[src/rtl/dma_pkg.sv]
// dma_pkg: shared state enum, beat layout and default widths for the DMA signal slice
package dma_pkg;
  localparam int DEF_ADDR_W = 64;
  localparam int DEF_NCH = 2;
  localparam int DEF_CNT_W = 8;
  typedef enum logic {IDLE, BURST} state_t;
  typedef struct packed {
    logic eob;
    logic [DEF_ADDR_W-1:0] addr;
    logic [DEF_NCH-1:0] trans;
  } beat_t;
endpackage

[src/rtl/dma_skid_buf.sv]
// dma_skid_buf: 2-entry valid/ready skid buffer; main drives the outputs, skid absorbs one beat of back-pressure
module dma_skid_buf #(
  parameter int W = 8
) (
  input  logic         clk,
  input  logic         reset,
  input  logic         valid_in,
  output logic         ready_out,
  input  logic [W-1:0] data_in,
  output logic         valid_out,
  input  logic         ready_in,
  output logic [W-1:0] data_out
);
  logic main_v, skid_v, accept, load;
  logic [W-1:0] main_d, skid_d;
  assign accept = valid_in && ready_out;
  assign load = !main_v || ready_in;
  assign valid_out = main_v;
  assign data_out = main_d;
  // ready_out low implies skid full, so an accept never coincides with a skid refill of main
  always_ff @(posedge clk) begin
    if (reset) begin
      main_v <= 1'b0;
      skid_v <= 1'b0;
      main_d <= '0;
      skid_d <= '0;
      ready_out <= 1'b0;
    end else if (load) begin
      main_v <= skid_v || accept;
      main_d <= skid_v ? skid_d : accept ? data_in : main_d;
      skid_v <= 1'b0;
      ready_out <= 1'b1;
    end else if (accept) begin
      skid_v <= 1'b1;
      skid_d <= data_in;
      ready_out <= 1'b0;
    end else begin
      ready_out <= !skid_v;
    end
  end
endmodule

[src/rtl/dma_signal_slice.sv]
// dma_signal_slice: DMA command register slice with burst framing, channel lock and beat counting; DMA_SIG_ONEHOT_CHK_EN drops non-one-hot beats
module dma_signal_slice
  import dma_pkg::*;
#(
  parameter int ADDR_W = DEF_ADDR_W,
  parameter int NCH = DEF_NCH,
  parameter int CNT_W = DEF_CNT_W
) (
  input  logic              clk,
  input  logic              reset,
  input  logic              valid_in,
  output logic              ready_out,
  input  logic              end_in,
  input  logic [NCH-1:0]    act_in,
  input  logic [ADDR_W-1:0] addr_com,
  output logic              valid_out,
  input  logic              ready_in,
  output logic              end_out,
  output logic [ADDR_W-1:0] addr_ram,
  output logic [NCH-1:0]    trans,
  output logic              busy,
  output logic [CNT_W-1:0]  burst_len,
  output logic              err
);
  localparam int PW = 1 + ADDR_W + NCH;
  localparam logic [CNT_W-1:0] CNT_MAX = '1;
  state_t state;
  logic [CNT_W-1:0] cnt, cnt_inc;
  logic [NCH-1:0] lock_ch, fwd_ch;
  logic accept, drop;
  logic [PW-1:0] out_d;
  assign accept = valid_in && ready_out;
`ifdef DMA_SIG_ONEHOT_CHK_EN
  assign drop = accept && ($countones(act_in) != 1);
`else
  assign drop = 1'b0;
`endif
  assign fwd_ch = state == BURST ? lock_ch : act_in;
  assign cnt_inc = (drop || cnt == CNT_MAX) ? cnt : cnt + 1'b1;
  assign busy = state == BURST;
  assign {end_out, addr_ram, trans} = out_d;
  dma_skid_buf #(.W(PW)) u_buf (
    .clk(clk),
    .reset(reset),
    .valid_in(valid_in && !drop),
    .ready_out(ready_out),
    .data_in({end_in, addr_com, fwd_ch}),
    .valid_out(valid_out),
    .ready_in(ready_in),
    .data_out(out_d)
  );
  // a dropped beat may close a burst but never opens one or reports a length from IDLE
  always_ff @(posedge clk) begin
    if (reset) begin
      state <= IDLE;
      cnt <= '0;
      lock_ch <= '0;
      burst_len <= '0;
      err <= 1'b0;
    end else begin
      err <= accept && (drop || (state == BURST && act_in != lock_ch));
      if (accept) begin
        if (end_in) begin
          if (state == BURST || !drop) burst_len <= cnt_inc;
          state <= IDLE;
          cnt <= '0;
        end else if (state == BURST) begin
          cnt <= cnt_inc;
        end else if (!drop) begin
          state <= BURST;
          lock_ch <= act_in;
          cnt <= cnt_inc;
        end
      end
    end
  end
endmodule

[config.mk]
export PLATFORM = sky130hd
export DESIGN_NAME = dma_signal_slice
export DESIGN_NICKNAME = d
export VERILOG_FILES = /design/src/rtl/dma_pkg.sv /design/src/rtl/dma_skid_buf.sv /design/src/rtl/dma_signal_slice.sv
export SDC_FILE = /design/constraint.sdc
export NUM_CORES = 1
export LEC_CHECK = 0
export ABC_CLOCK_PERIOD_IN_PS = 1800
export CAP_MARGIN = 20
export CORE_ASPECT_RATIO = 1.1
export CORE_UTILIZATION = 30
export CTS_BUF_LIST = sky130_fd_sc_hd__clkbuf_8
export CTS_CLUSTER_DIAMETER = 50
export DETAILED_ROUTE_END_ITERATION = 8
export RECOVER_POWER = 100
export SLEW_MARGIN = 20
export SYNTH_ARGS = -nofsm -noshare
export SYNTH_HDL_FRONTEND = slang
export SYNTH_SLANG_ARGS = --single-unit
[constraint.sdc]
create_clock -name clk -period 1.8 [get_ports clk]
set_clock_uncertainty 0.15 [all_clocks]
set_input_delay 0.36 -clock clk [delete_from_list [all_inputs] [get_ports clk]]
set_output_delay 0.36 -clock clk [all_outputs]
set_load 0.02 [all_outputs]
# After elaboration in Yosys (flattened, before gate mapping)

Cells that the tools add are included.

Flip-flop bits (word level): 157
Input port bits: 71
Output and inout port bits: 79
Word-level logic and storage cells: 36

Add/sub/neg operators: 1
Eq/ne operators: 2
Multiplexer cells: 8
Bitwise operators: 2
Reductions and logical operators: 13

Operators by type and width:

| operator                                                       | number |
|---|---|
| 67-bit 2-to-1 mux                                              | 2 |
| 8-bit 2-to-1 mux                                               | 2 |
| 8-bit by 1-bit adder with 8-bit output (second input constant) | 1 |
| 8-bit equality test (second input constant)                    | 1 |
| 2-bit AND reduction                                            | 4 |
| 1-bit logical AND                                              | 3 |
| 1-bit 2-to-1 mux                                               | 3 |
| 1-bit logical NOT                                              | 2 |
| 1-bit logical OR                                               | 2 |
| 2-bit 2-to-1 mux                                               | 1 |
| 2-bit inequality test                                          | 1 |
| 1-bit NOT                                                      | 2 |
| 2-bit nonzero test                                             | 1 |
| 2-bit OR reduction                                             | 1 |

# Logic depth before layout (Yosys ltp)

Depth after elaboration: 4
Gate-level depth with buffers: 7
Depth with buffers taken out: 5

# Hierarchy

A second synthesis with hierarchy kept.

Cell total of the unflattened synthesis: 730
Area, all modules: 6650.1 um^2

By module, submodules not included:

| module           | instances | cells each | area each (um^2) | sequential area each (um^2) |
|---|---|---|---|---|
| dma_skid_buf     | 1         | 610        | 5609.1           | 2742.6 |
| dma_signal_slice | 1         | 120        | 1041.0           | 400.4 |

# Worst setup path after synthesis

OpenSTA, ideal clock, no wires.

Path kind: reg2reg
Start point: reg cnt[0]
End point: reg cnt[2]
Setup time: 79 ps
Data arrival time: 1609 ps
Required time: 1571 ps
Path slack: -38 ps
Cell stages (with the launch flop): 7
Buffers on the path: 1
Period minus slack after synthesis: 1838 ps
Path through: dfxtp_1 ha_1 nand4_2 or2_1 buf_6 a31o_1 a211oi_2

Cells in the longest elaborated chain, start to end: 3
Elaborated cells between the ends (all ways): 4
Classes of those cells: 1 x add/sub; 1 x eq/ne; 2 x mux

RTL lines:

| element                                                                              | line                   | source |
|---|---|---|
| start: declaration                                                                   | dma_signal_slice.sv:28 | `logic [CNT_W-1:0] cnt, cnt_inc;` |
| start signal: assignment                                                             | dma_signal_slice.sv:68 | `cnt <= cnt_inc;` |
| start signal: assignment                                                             | dma_signal_slice.sv:72 | `cnt <= cnt_inc;` |
| 8-bit by 1-bit adder with 8-bit output / 8-bit equality test (equally long branches) | dma_signal_slice.sv:39 | `assign cnt_inc = (drop \|\| cnt == CNT_MAX) ? cnt : cnt + 1'b1;` |
| 8-bit 2-to-1 mux *                                                                   | dma_signal_slice.sv:39 |  |
| 8-bit 2-to-1 mux *                                                                   | dma_signal_slice.sv:63 | `if (end_in) begin` |

Every way passes the cells marked *; elsewhere a longest branch is shown, timed or not.
A chain may end at the register's enable or synchronous reset.

# Final worst setup path

Start point: reg u_buf.ready_out
End point: out ready_out

RTL lines:

| element                  | line                   | source |
|---|---|---|
| start: declaration       | dma_skid_buf.sv:8      | `output logic ready_out,` |
| start signal: assignment | dma_skid_buf.sv:38     | `ready_out <= !skid_v;` |
| end: declaration         | dma_signal_slice.sv:12 | `output logic ready_out,` |

No word-level cell between the ends.

==> results.sh <==
export IMPL_status="completed"
export IMPL_min_period_ps=1730
export IMPL_num_antenna_cells=0
export IMPL_syn_nets=781
export IMPL_power_per_cell_area_mw_per_mm2=866
export IMPL_rows=54
export IMPL_cts_max_path_buffers=2
export IMPL_met2_usage_pct=25.8
export IMPL_slew_headroom_pct=67.6
export IMPL_grtUsageMet1_pct=19.5
export IMPL_critical_path_class="reg2out"
export IMPL_cts_tree="done"
export IMPL_cpPeakStageDelay_ps=390
export IMPL_num_vias=5273
export IMPL_wl_per_cell_um=14.4
export IMPL_synthTopCellsByCount="157 x dfxtp_1, 146 x nand2_1, 78 x nor2_1"
export IMPL_cp_top_family="flip-flops"
export IMPL_synthTopCellsByArea="dfxtp_1 50%, mux2i_1 12%, nand2_1 8.8%"
export IMPL_path_clk_slew_ps=90
export IMPL_viasPerCell=4.68
export IMPL_coreArea_sq_mm=0.0201
export IMPL_totalWireLength_um=16200
export IMPL_hold_viol=0
export IMPL_synth_edf_count=0
export IMPL_worstRegToRegCells=6
export IMPL_die_y_um=153
export IMPL_die_area_sq_mm=0.0214
export IMPL_synth_top_area_share_pct=50.4
export IMPL_fmax_mhz=578
export IMPL_port_buffers=149
export IMPL_grt_max_degree=97
export IMPL_yosys_area_top_type="dfxtp_1"
export IMPL_cp_num_buf_inv=1
export IMPL_cap_violations=0
export IMPL_cts_setup_buffers=0
export IMPL_die_x_um=140
export IMPL_slowest_stage="dfxtp_1"
export IMPL_r2r_start="cnt[0]$_SDFFE_PP0P_"
export IMPL_hold_path_depth=2
export IMPL_insertion_delay_ps=440
export IMPL_area_growth_pct=36.9
export IMPL_post_route_period_util_pct=96.1
export IMPL_gp_congestion=0.789
export IMPL_synthArstFlopShare_pct=0
export IMPL_worst_slack_ps=70.2
export IMPL_htreeDepth=4
export IMPL_drv_slew=0
export IMPL_cts_sinks=157
export IMPL_clockRootBuffer="clkbuf_8"
export IMPL_dpl_instance_area_sq_mm=0.00829
export IMPL_antenna_left=0
export IMPL_grt_usage_pct=15.5
export IMPL_grt_first_pass_wirelength_um=26000
export IMPL_r2r_end="cnt[5]$_SDFFE_PP0P_"
export IMPL_dp_slack_ps=-224
export IMPL_min_from="u_buf.skid_d[12]$_SDFFE_PP0P_"
export IMPL_endpoint_kind="output port"
export IMPL_cp_arrival_ps=1220
export IMPL_start_util_pct=31.0
export IMPL_setup_viol_count_final=0
export IMPL_critPathMaxFanout=4
export IMPL_grt_overflow=0
export IMPL_hpwlAfterDp_um=10600
export IMPL_drt_iter0_drc=213
export IMPL_antenna_found_initial=0
export IMPL_drive_gt1_share_pct=9.49
export IMPL_drc_errors=0
export IMPL_rsz0062_at_grt="no"
export IMPL_avgSynthCellArea_sq_um=8.80
export IMPL_rrSetupSlack_ps=100
export IMPL_io_pins=150
export IMPL_ys_types=44
export IMPL_hp_class="reg2reg"
export IMPL_ys_seq_area_share_pct=50.4
export IMPL_yosysMostFrequentCell="dfxtp_1"
export IMPL_final_nets=934
export IMPL_synthFlopType="dfxtp_1"
export IMPL_critPathLaunchType="flip-flop"
export IMPL_required_ps=1290
export IMPL_ys_seq_elements=157
export IMPL_met3_usage_pct=3.79
export IMPL_vdd_ir_drop_max_mv=0.384
export IMPL_final_cell_area_sq_mm=0.00854
export IMPL_syn_inst=709
export IMPL_grt_pass1_vias=4888
export IMPL_crit_path_cell_trace="dlygate4sd2_1"
export IMPL_dr_pass1_iters=5
export IMPL_leakagePower_nw=3.15
export IMPL_numCtsBuffers=17
export IMPL_synth_warnings=0
export IMPL_min_to="u_buf.skid_d[12]$_SDFFE_PP0P_"
export IMPL_hold_ws_ps=306
export IMPL_tightest_slew_ps=486
export IMPL_top_usage_layer="met2"
export IMPL_syn_area_sq_mm=0.00624
flip-flops by register name (all words and copies together) (netlist names):
signal / cells
burst_len: 8
busy: 1
cnt: 8
err: 1
lock_ch: 2
u_buf.data_out: 67
u_buf.ready_out: 1
u_buf.skid_d: 67
u_buf.skid_v: 1
u_buf.valid_out: 1
where the power goes:
part           leakage [nW]  switching (mW)  internal (mW)
clock                 0.202            1.38           1.41
sequential             1.28          0.0658           3.60
combinational          1.67           0.508          0.431
logic make-up after synthesis:
family | synth area share [%]
buf+inv | 4.23
simple gates | 16.0
fa+ha+maj | 0.200
flops | 50.4
xor+xnor | 0.561
mux | 11.5
compound gates | 17.1
worst max path at each step:
stage | start | endpoint | slack (ps) | cells past startpoint
after floorplan | cnt[0]$_SDFFE_PP0P_ | cnt[2]$_SDFFE_PP0P_ | 0.8 | 6
after global placement | valid_in | burst_len[4]$_SDFFE_PP0P_ | -190 | 4
after detailed placement | valid_in | burst_len[5]$_SDFFE_PP0P_ | -220 | 5
after CTS | u_buf.ready_out$_SDFF_PP0_ | ready_out | 60 | 1
after global routing | cnt[0]$_SDFFE_PP0P_ | cnt[0]$_SDFFE_PP0P_ | 20 | 6
final | u_buf.ready_out$_SDFF_PP0_ | ready_out | 70 | 1
worst reg2reg max path, stage by stage, from the launching register on:
cell      delay, ps
dfxtp_1         350
ha_2            200
nand4_2         130
or2_0           270
clkbuf_2        180
and3_2          210
nor3_1          130
stage by stage:
stage	setup TNS, ps	util, %	power, mW	instances
finish	0	42.4	7.40	1127
CTS	0	42.8	7.53	1127
detailed placement	-24580	41.2	4.80	1094
global placement	-20390	41.2	4.79	1094
global route	0	42.4	7.77	1127
floorplan	0	-	4.23	709
placed cells by master (no fill, tap or decap), types with 2 or more instances in the layout:
master / n
nor3_1: 6
buf_12: 9
a31oi_1: 4
dfxtp_1: 156
nand3_1: 2
xnor2_1: 3
clkinv_2: 2
mux2i_1: 72
buf_4: 23
clkbuf_2: 5
clkbuf_1: 2
o21a_1: 2
a21oi_1: 70
o21ai_0: 9
nand2_1: 145
nor2_1: 77
dlygate4sd2_1: 79
o31ai_1: 3
nand3b_1: 3
bufinv_16: 3
a21oi_2: 2
clkbuf_4: 3
clkinvlp_4: 4
clkdlybuf4s50_1: 69
inv_1: 3
a211oi_1: 69
clkinv_4: 3
clkbuf_8: 18
metal layers:
layer	wire length, um	up-vias
li1	-	2760
met1	7590	2397
met2	7800	103
met3	597	13
met4	216	0
met5	0	-
area by class of cell:
cell class,instances,area [sq um]
timing repair buffer,192,1810
clock inverter,14,169
tap,252,315
inverter,2,7.51
fill,2038,11600
multi-input combinational,492,2850
clock buffer,18,248
sequential,157,3150
timing repair:
action	CTS	global route
endpoints found under the setup margin	79	0
hold endpoints to repair	1	0
hold buffers	1	0
resized for setup	79	0
Power figures use the tool's default switching activity.
==> RTL edit 1 (same flow settings) <==
Set the package constant `DEF_ADDR_W` to 96 (it was 64).
--- a/src/rtl/dma_pkg.sv
+++ b/src/rtl/dma_pkg.sv
@@ -2,3 +2,3 @@
 package dma_pkg;
-  localparam int DEF_ADDR_W = 64;
+  localparam int DEF_ADDR_W = 96;
   localparam int DEF_NCH = 2;
Ports: changed (resized addr_com and addr_ram); port bits go from 150 to 214. No check against the original RTL was run, so the function may have changed too.
==> RTL edit 1 against the unedited design <==
Maximum frequency down 0.47%. Combinational power is 43% higher. Final area is 43% higher. Critical path type unchanged. Setup slack worse by 0.0081 ns. Sequential cell count grew 64. Synthesized cell count is 40% higher. Wire length grew 45%. Total power grew 53%. Synthesized area increased by 40%. Sequential power is 42% higher.
==> RTL edit 1: results (changes against the unedited design) <==
worst_setup_path:
  r2r_slack_ns: 0.08  # -0.02 ns
  path_max_fanout: 2  # -2
  reg2reg_depth: 4  # -2
  cp_top_family: "buffers and inverters"
  r2r-start: "cnt[3]"
  cpMaxStageDelayCell: "dlygate4sd2_1"
  crit_start: "u_buf.data_out[93]"
pwr:
  pg_clk_uw: 4810  # +72%
  power.share.switching_pct: 25.4  # -1.0 points
  ir_drop_v: 0.000476  # +24%
global_routing:
  use_met3_pct: 3.99  # +0.20 points
  track_usage_pct: 15.6  # +0.091 points
  grt_max_degree: 118  # +22%
  use_met2_pct: 25.7  # -0.13 points
  grt_pass1_vias: 7081  # +45%
  grt.met1_usage_pct: 19.6  # +0.093 points
synth:
  seq_area_frac_synth_pct: 50.8  # +0.44 points
  syn_area_mm2: 0.00871  # +40%
  ys_top_cells_by_area: "dfxtp_1, mux2i_1, nand2_1, a211oi_1, a21oi_1"
  yosys-top-cells-count: "dfxtp_1, nand2_1, nor2_1"
  yosysUniqueCellTypes: 42  # -4.5%
placement:
  postPlaceCellArea_mm2: 0.0116  # +40%
  placed_cells: 1544  # +41%
  preCtsSetupSlack_ns: -0.304  # -0.0801 ns
final_layout:
  final_nets: 1323  # +42%
  final_cells: 1615  # +43%
  multi_input_area_share_pct: 32.2  # -1.2 points
  clk_share_pct: 6.74  # +1.9 points
  buf_share_pct: 21.0  # -0.18 points
  nFillCells: 2910  # +43%
  buffers: 270  # +41%
  n_clock_buffer: 53  # +35
  drive_gt1_share_pct: 9.62  # +0.14 points
route:
  via_count: 7582  # +44%
  dr.first_iter.drc_count: 493  # +130%
hold_path:
  min_path_type: "input pin to register"
  worstHoldStart: "addr_com[4]"
run_status:
  outcome: "finished, final reports clean"
sta:
  period_share_pct: 96.6  # +0.45 points
  timing.slew.headroom_pct: 45.7  # -22 points
clock_tree:
  htreeDepth: 2  # -2
  cts_buffer_depth: 3  # +1
-- RTL edit 1: changes by cell type after synthesis, sizes merged --
cell	unedited run	this run
a211oi	70	102
a21oi	72	104
buf	31	37
clkbuf	27	47
dfxtp	157	221
mux2i	72	104
nand2	146	210
nor2	79	111
-- RTL edit 1: metal layers --
layer / part of all wire, % / vias up
li1: - / 3884
met1: 44 / 3483
met2: 48 / 173
met3: 6.4 / 42
met4: 2.1 / 0
met5: 0 / -
-- RTL edit 1: kinds of logic (layout without fill, tap and decap cells) --
kind of cell / after synthesis / count (layout) / share of synthesized area (%)
XOR/XNOR: 4 / 4 / 0.402
buffers and inverters: 86 / 342 / 4.28
multiplexers: 104 / 104 / 12.0
adder cells (fa/ha/maj): 1 / 1 / 0.144
AO/OA/AOI/OAI: 231 / 231 / 16.8
flip-flops: 221 / 221 / 50.8
AND/OR/NAND/NOR: 344 / 344 / 15.6
==> RTL edit 2 (same settings) <==
Made on the original files. Make the reset (`reset`) asynchronous in 2 clocked blocks.
--- a/src/rtl/dma_skid_buf.sv
+++ b/src/rtl/dma_skid_buf.sv
@@ -20,3 +20,3 @@
   // ready_out low implies skid full, so an accept never coincides with a skid refill of main
-  always_ff @(posedge clk) begin
+  always_ff @(posedge clk or posedge reset) begin
     if (reset) begin
--- a/src/rtl/dma_signal_slice.sv
+++ b/src/rtl/dma_signal_slice.sv
@@ -52,3 +52,3 @@
   // a dropped beat may close a burst but never opens one or reports a length from IDLE
-  always_ff @(posedge clk) begin
+  always_ff @(posedge clk or posedge reset) begin
     if (reset) begin
Behaviour: differs if reset is asserted again (counterexample within 4 cycles, from zero or initial values and one cycle with reset high); with reset held inactive, the same outputs for 4 cycles.
==> RTL edit 2 against the unedited design <==
First-iteration DRC count decreased by 35%. Count of clock-buffer cells in the layout increased by 2. Global-route usage decreased by 1.7 points. Synthesized area increased by 13%. Worst hold slack improved by 0.019 ns. Synthesized cell count decreased by 31%. Sequential cell count unchanged. Wire length decreased by 2.5%. Final area increased by 9.5%. Setup slack got worse by 0.045 ns. Largest cell class unchanged.
Power is not compared: it rests on default switching activity, and its combinational part moved more than twofold at a synthesized area within 25%.
==> RTL edit 2: results (changes against the unedited design) <==
run_status:
  outcome: "finished, final reports clean"
placement:
  gp_congestion: 0.832  # +5.4%
  postPlaceCellArea_mm2: 0.00911  # +10%
  preCtsSetupSlack_ns: -0.448  # -0.224 ns
  place_hpwl_um: 11000  # +2.9%
route:
  wl_per_cell_um: 16.3  # +13%
  dr.first_iter.drc_count: 139  # -35%
  via_count: 4543  # -14%
  firstDrtPassIters: 4  # -1
final_layout:
  drive_gt1_share_pct: 37.9  # +28 points
  buffers: 180  # -6.3%
  nFillCells: 2177  # +6.8%
  n_clock_buffer: 20  # +2
  num-nonclk-inverters: 6  # +4
  buf_share_pct: 17.9  # -3.3 points
  final_nets: 730  # -22%
  multiInputGateArea_mm2: 0.00291  # +2.2%
  clk_share_pct: 4.64  # -0.23 points
sta:
  hold_ws_ns: 0.325  # +0.0187 ns
  worst_pin_slew_ns: 1.06  # +0.570 ns
global_routing:
  grt_max_degree: 61  # -37%
  track_usage_pct: 13.8  # -1.7 points
  grt_pass1_vias: 4938  # +1.0%
worst_setup_path:
  crit_start: "valid_in"
  critPathCaptureType: "register"
  reg2reg_to: "u_buf.data_out[48]"
  path_max_fanout: 21  # +17
  cp.arrival_ns: 1.95  # +0.73 ns
  r2r_slack_ns: 0.06  # -0.04 ns
  reg2reg_depth: 3  # -3
  r2r-start: "u_buf.skid_v"
  endpoint: "u_buf.skid_d[47]"
synth:
  seq_area_frac_synth_pct: 55.7  # +5.3 points
  synthArstFlopShare_pct: 100  # +100 points
  yosys-top-cells-count: "mux2_2, dfrtp_1, mux2_4"
  yosysUniqueCellTypes: 41  # -6.8%
  ys_top_cells_by_area: "dfrtp_1, mux2_2, mux2_4, buf_2, nand2_1"
  netlist_instances: 492  # -31%
  syn_area_mm2: 0.00706  # +13%
  ys.flop_type: "dfrtp_1"
hold_path:
  whs_endpoint: "burst_len[3]"
clock_tree:
  cts-hold-fix-buffers: 0  # -1
[RTL edit 2: cell types whose count changed after synthesis, moves of 30 or more]
cell      before  now
nand2_1      146   18
nor2_1        78    7
dfrtp_1        0  157
mux2_4         0   30
dfxtp_1      157    0
mux2i_1       72    2
a211oi_1      69    2
mux2_2         0  159
a21oi_1       70   11
[RTL edit 2: logic make-up (layout without fill, tap and decap cells)]
| logic type | after synthesis | after routing | share of synthesized area [%] |
|---|---|---|---|
| xor gates and xnor gates | 2 | 2 | 0.248 |
| buffers and inverters | 39 | 218 | 3.05 |
| and+or+nand+nor | 47 | 47 | 3.32 |
| AOI/OAI and AO/OA | 49 | 49 | 4.54 |
| DFF | 157 | 157 | 55.7 |
| adders and majority gates | 1 | 1 | 0.177 |
| muxes | 197 | 197 | 33.0 |
[RTL edit 2: layer usage]
layer | wire, um | global-route usage [%] | vias up
met4 | 102 | 4.26 | 0
met3 | 683 | 3.39 | 9
met5 | 0 | 0 | -
li1 | - | - | 2110
met1 | 6550 | 16.0 | 2320
met2 | 8470 | 24.6 | 104
[RTL edit 2: through the flow]
stage | std cells | total power (uW)
5_1_grt | 971 | 12300
3_5_place_dp | 939 | 9300
3_3_place_gp | 939 | 9150
2_1_floorplan | 492 | 7420
6_report | 971 | 11600
4_1_cts | 971 | 11800
[RTL edit 2: worst max-delay path, cell delays in order]
cell	delay (ns)
clkdlybuf4s50_1	0.51
buf_4	0.15
nand4b_1	0.20
buf_4	0.22
buf_6	0.18
mux2_1	0.33
[RTL edit 2: what timing repair did]
item / in CTS / in global routing
pin swaps: 0 / 0
setup endpoints to repair: 79 / 7
cloned: 0 / 0
endpoints found under the hold margin: 0 / 0
gates resized for setup: 82 / 4
